### config.mk
export PLATFORM = sky130hd
export DESIGN_NAME = sipo_frame_ctrl_flat
export DESIGN_NICKNAME = d
export VERILOG_FILES = /design/src/rtl/sipo_frame_ctrl_if.sv /design/src/rtl/sipo_frame_ctrl.sv /design/src/flat_wrapper.sv
export SDC_FILE = /design/constraint.sdc
export NUM_CORES = 1
export LEC_CHECK = 0
export BUFFER_PORTS_ARGS = -buffer_cell sky130_fd_sc_hd__buf_4
export CAP_MARGIN = 10
export CORE_MARGIN = 10
export CORE_UTILIZATION = 35
export DETAILED_ROUTE_END_ITERATION = 10
export GPL_ROUTABILITY_DRIVEN = 0
export GPL_TIMING_DRIVEN = 1
export SYNTH_ARGS = -nofsm -noshare
export SYNTH_HDL_FRONTEND = slang
export SYNTH_SLANG_ARGS = --single-unit
### constraint.sdc
create_clock -name clk -period 1.8 [get_ports clk]
set_input_delay 0.36 -clock clk [delete_from_list [all_inputs] [get_ports clk]]
set_output_delay 0.36 -clock clk [all_outputs]
set_load 0.01 [all_outputs]
### src/rtl/sipo_frame_ctrl_if.sv
// Bit-stream and word handshakes between a SIPO frame sequencer and its neighbours.
// The master drives bits in and consumes words; the slave is the sequencer.
interface sipo_frame_ctrl_if;
    logic bit_in;
    logic bit_valid;
    logic bit_ready;
    logic word_valid;
    logic word_ready;

    modport master (
        output bit_in, bit_valid, word_ready,
        input  bit_ready, word_valid
    );

    modport slave (
        input  bit_in, bit_valid, word_ready,
        output bit_ready, word_valid
    );
endinterface

### src/rtl/sipo_frame_ctrl.sv
// Frame sequencer for a right-shifting SIPO register: loads a serial frame, zero-pads it
// to N shifts, then holds the word for downstream. Optional SIPO_CTRL_ONES_COUNT_EN adds ones_count.
module sipo_frame_ctrl #(
    parameter int N     = 16,
    parameter int CNT_W = $clog2(N + 1)
) (
    input  logic             clk,
    input  logic             reset_n,
    input  logic             start,
    input  logic [CNT_W-1:0] frame_len,
    input  logic             abort,
    sipo_frame_ctrl_if.slave bus,
    output logic             sipo_in,
    output logic             sipo_shift,
    output logic             busy
`ifdef SIPO_CTRL_ONES_COUNT_EN
    ,
    output logic [CNT_W-1:0] ones_count
`endif
);

    typedef enum logic [1:0] {
        IDLE = 2'd0,
        LOAD = 2'd1,
        PAD  = 2'd2,
        HOLD = 2'd3
    } state_t;

    localparam logic [CNT_W-1:0] N_C = CNT_W'(N);

    state_t           state;
    logic [CNT_W-1:0] cnt;
    logic [CNT_W-1:0] len;
    logic [CNT_W-1:0] cnt_inc;
    logic             bit_accept;

    assign cnt_inc    = cnt + CNT_W'(1);
    assign bit_accept = bus.bit_ready & bus.bit_valid;
    assign busy       = (state != IDLE);

    // Outputs decode straight from state; an abort cycle blanks every strobe.
    always_comb begin
        bus.bit_ready  = 1'b0;
        bus.word_valid = 1'b0;
        sipo_in        = 1'b0;
        sipo_shift     = 1'b0;
        if (!abort) begin
            case (state)
                LOAD: begin
                    bus.bit_ready = 1'b1;
                    sipo_in       = bus.bit_in;
                    sipo_shift    = bus.bit_valid;
                end
                PAD:     sipo_shift     = 1'b1;
                HOLD:    bus.word_valid = 1'b1;
                default: ;
            endcase
        end
    end

    always_ff @(posedge clk or negedge reset_n) begin
        if (!reset_n) begin
            state <= IDLE;
            cnt   <= '0;
            len   <= '0;
        end else if (abort) begin
            state <= IDLE;
            cnt   <= '0;
        end else begin
            case (state)
                IDLE: begin
                    if (start) begin
                        // Zero or oversize lengths mean a full-width frame.
                        len   <= (frame_len == '0 || frame_len > N_C) ? N_C : frame_len;
                        cnt   <= '0;
                        state <= LOAD;
                    end
                end
                LOAD: begin
                    if (bus.bit_valid) begin
                        cnt <= cnt_inc;
                        if (cnt_inc == len) state <= (len == N_C) ? HOLD : PAD;
                    end
                end
                PAD: begin
                    cnt <= cnt_inc;
                    if (cnt_inc == N_C) state <= HOLD;
                end
                HOLD: begin
                    if (bus.word_ready) state <= IDLE;
                end
                default: state <= IDLE;
            endcase
        end
    end

`ifdef SIPO_CTRL_ONES_COUNT_EN
    // Counts only accepted data ones; pad zeros never reach this path.
    always_ff @(posedge clk or negedge reset_n) begin
        if (!reset_n) begin
            ones_count <= '0;
        end else if (state == IDLE && start && !abort) begin
            ones_count <= '0;
        end else if (bit_accept && bus.bit_in) begin
            ones_count <= ones_count + CNT_W'(1);
        end
    end
`else
    logic unused_accept;
    assign unused_accept = bit_accept;
`endif

endmodule
### src/flat_wrapper.sv
// flat-port wrapper written by rule: the top's interface ports become plain ports
module sipo_frame_ctrl_flat 
#(
    parameter int N     = 16,
    parameter int CNT_W = $clog2(N + 1)
)
  (clk, reset_n, start, frame_len, abort, sipo_in, sipo_shift, busy, bus_bit_in, bus_bit_valid, bus_word_ready, bus_bit_ready, bus_word_valid);
  sipo_frame_ctrl_if bus_i ();
  input  logic clk;
  input  logic reset_n;
  input  logic start;
  input  logic [CNT_W-1:0] frame_len;
  input  logic abort;
  output logic sipo_in;
  output logic sipo_shift;
  output logic busy;
  input wire logic [$bits(bus_i.bit_in)-1:0] bus_bit_in;
  input wire logic [$bits(bus_i.bit_valid)-1:0] bus_bit_valid;
  input wire logic [$bits(bus_i.word_ready)-1:0] bus_word_ready;
  output wire logic [$bits(bus_i.bit_ready)-1:0] bus_bit_ready;
  output wire logic [$bits(bus_i.word_valid)-1:0] bus_word_valid;
  assign bus_i.bit_in = bus_bit_in;
  assign bus_i.bit_valid = bus_bit_valid;
  assign bus_i.word_ready = bus_word_ready;
  assign bus_bit_ready = bus_i.bit_ready;
  assign bus_word_valid = bus_i.word_valid;
  sipo_frame_ctrl #(.N(N), .CNT_W(CNT_W)) u_core (.clk(clk), .reset_n(reset_n), .start(start), .frame_len(frame_len), .abort(abort), .bus(bus_i), .sipo_in(sipo_in), .sipo_shift(sipo_shift), .busy(busy));
endmodule
==> out/metrics.cfg <==
[sta]
hold-worst-slack_ps=352
hold_viol=0
period_share=1.03
slew_headroom=0.750
tightest_slew_ps=371
setup_violations=3
finClkSkew_ps=1.22
final.min_clock_period_ps=1850
setup_ws_ps=-47.5
slew_violations=0
max_freq_mhz=541
rsz0062_at_grt=yes

[synth]
syn_area_um2=865
synthesis.nets=120
ys_ff_latch=12
synth.distinct_cells=29
synth_area_leader_cell=dfrtp_1
synthTopCellsByCount=nand2_1 (13), o21ai_0 (13), dfrtp_1 (12)
synth_area_leaders=dfrtp_1 (35%), ha_1 (10%), o21ai_0 (7.5%), nand2b_1 (5.8%), nand2_1 (5.6%)
synth_edf_count=0
yosysWarnings=0
avgSynthCellArea_um2=8.56
postSynthCellCount=101
yosysSeqAreaShare=0.347
synth_flop_cell=dfrtp_1
async_flop_share=1.00
synth_top_area_frac=0.347

[cells_and_area]
final_cells=164
antenna_cells=0
layout-drive-gt1-share=0.390
final_nets=156
final_area_um2=1270
layout.filler_cells=214
area_growth_syn_to_layout_pct=47.3

[status]
status=finished, violations left
violations=negative setup slack

[power]
leakage_uw=0.000566
power_uw=1580
pwr_density_cell_nw_per_um2=1240
vdd_drop_max_v=0.000660

[cts]
clock-sinks=12
clk_pin_slew_ps=70
htreeDepth=1
cts_buffers=3
cts_root_buf=clkbuf_4
clk_latency_ps=270
cts_tree=built
ctsLongestPathBuffers=2

[floorplanning]
dieArea_um2=4860
die_h_um=69.7
pin_count=17
start_util=0.380
die_x_um=69.7
rows=17
core-area_um2=2280

[routing]
drt_iter0_drc=48
routed_wl_um=2190
first_pass_iters=4
wl_per_cell_um=13.3
postRouteAntennaNets=0
viasPerCell=4.98
drc_errors=0
vias=816

[critical_path]
arrival_ps=2000
endpoint=u_core.state[0]
startpoint_type=flip-flop
crit_path_end_kind=flip-flop
r2r_cells=7
r2r_end=u_core.state[0]
crit_required_ps=1950
crit_type=flip-flop to flip-flop
crit_start=u_core.state[1]
r2r_slack_ps=-50
crit_fanout=4
r2r-start=u_core.state[1]

[placed_design]
dpl.cell_count=153
post-place-ws_ps=-84.4
io_buffer_count=16
post-dp-hpwl_um=1710
place_area_um2=1090

[global_routing]
antenna_found_initial=0
track_usage=0.0863
grt_pass1_wl_um=3650
grt_overflow_total=0
grt_pass1_vias=853
grt_max_degree=13

[min_path]
hold_path.class=input pin to flip-flop
min_from=frame_len[0]

[flow_run]
max_cap_viol_count=0

==> per-stage QoR <==
step,util,TNS (ps)
after floorplan,-,-26.9
after global placement,0.479,-33.3
after detailed placement,0.479,-101
after CTS,0.540,-113
after global routing,0.560,-406
final,0.560,-107
==> registers in the layout, summed over array words and instances (netlist names) <==
signal,count
u_core.cnt,5
u_core.len,5
u_core.state,2
==> layout make-up <==
class	instances	area, um2	area share
multi-input cells	81	632	0.496
clock buffers	4	36.3	0.0285
well taps	28	35.0	0.0275
flip-flops and latches	12	302	0.237
repair buffers	32	243	0.191
inverters	7	26.3	0.0206
==> where the power goes <==
group	internal [uW]	total, uW	switching, uW
clock	123	211	88.3
sequential	354	438	84.2
combinational	496	931	434
==> cell usage in the layout, fill, tap and decap left out, types with 2 or more instances in the layout <==
cell type | netlist | final
xor2_1 | 2 | 2
ha_1 | 7 | 2
ha_4 | 0 | 3
nor2_1 | 3 | 3
o21ai_0 | 13 | 10
ha_2 | 0 | 2
xnor2_1 | 3 | 3
a21oi_1 | 4 | 4
nor2b_1 | 5 | 3
nand3_1 | 3 | 3
dfrtp_1 | 12 | 11
o21ai_1 | 2 | 5
nor3_2 | 0 | 3
nor2b_4 | 0 | 2
inv_1 | 7 | 4
buf_4 | 0 | 31
nand2_1 | 13 | 12
inv_2 | 0 | 3
clkbuf_4 | 0 | 3
nand2b_1 | 8 | 8
==> how the worst min path moves through the flow <==
stage,endpoint,cells past startpoint
floorplan,u_core.cnt[0],0
global placement,u_core.len[4],1
finish,u_core.len[0],3
global route,u_core.len[1],3
CTS,u_core.len[0],3
detailed placement,u_core.len[4],1
==> cells by family (layout without fill, tap and decap cells) <==
| group | count (synthesis) | in the layout | share of synthesized area |
|---|---|---|---|
| AO/OA/AOI/OAI | 24 | 24 | 0.171 |
| XOR/XNOR | 5 | 5 | 0.0507 |
| adder cells (fa/ha/maj) | 7 | 7 | 0.101 |
| buffers and inverters | 8 | 43 | 0.0362 |
| flip-flops | 12 | 12 | 0.347 |
| multiplexers | 2 | 2 | 0.0246 |
| AND/OR/NAND/NOR | 43 | 43 | 0.269 |
==> critical path, cell delays in order (launching register included) <==
cell and delay (ps):
dfrtp_1 400, inv_2 90, ha_4 170, nor2b_4 130, nor4_2 260, nor2_1 90, a211oi_2 250, mux2_1 340
==> routing by layer <==
layer  wire, um  part of all wire  track usage
met5          0                 0            0
met4         10            0.0046       0.0261
met3         87             0.040       0.0228
met2       1100              0.50        0.155
met1        988              0.45       0.0957
==> repair_timing <==
| item | 4_1_cts | 5_1_grt |
|---|---|---|
| hold buffers | 1 | 0 |
| setup buffers | 2 | 4 |
| pin swaps | 5 | 1 |
| gates resized for setup | 14 | 6 |
| endpoints found under the setup margin | 4 | 7 |
| hold endpoints to repair | 12 | 0 |
Power figures use the tool's default switching activity.
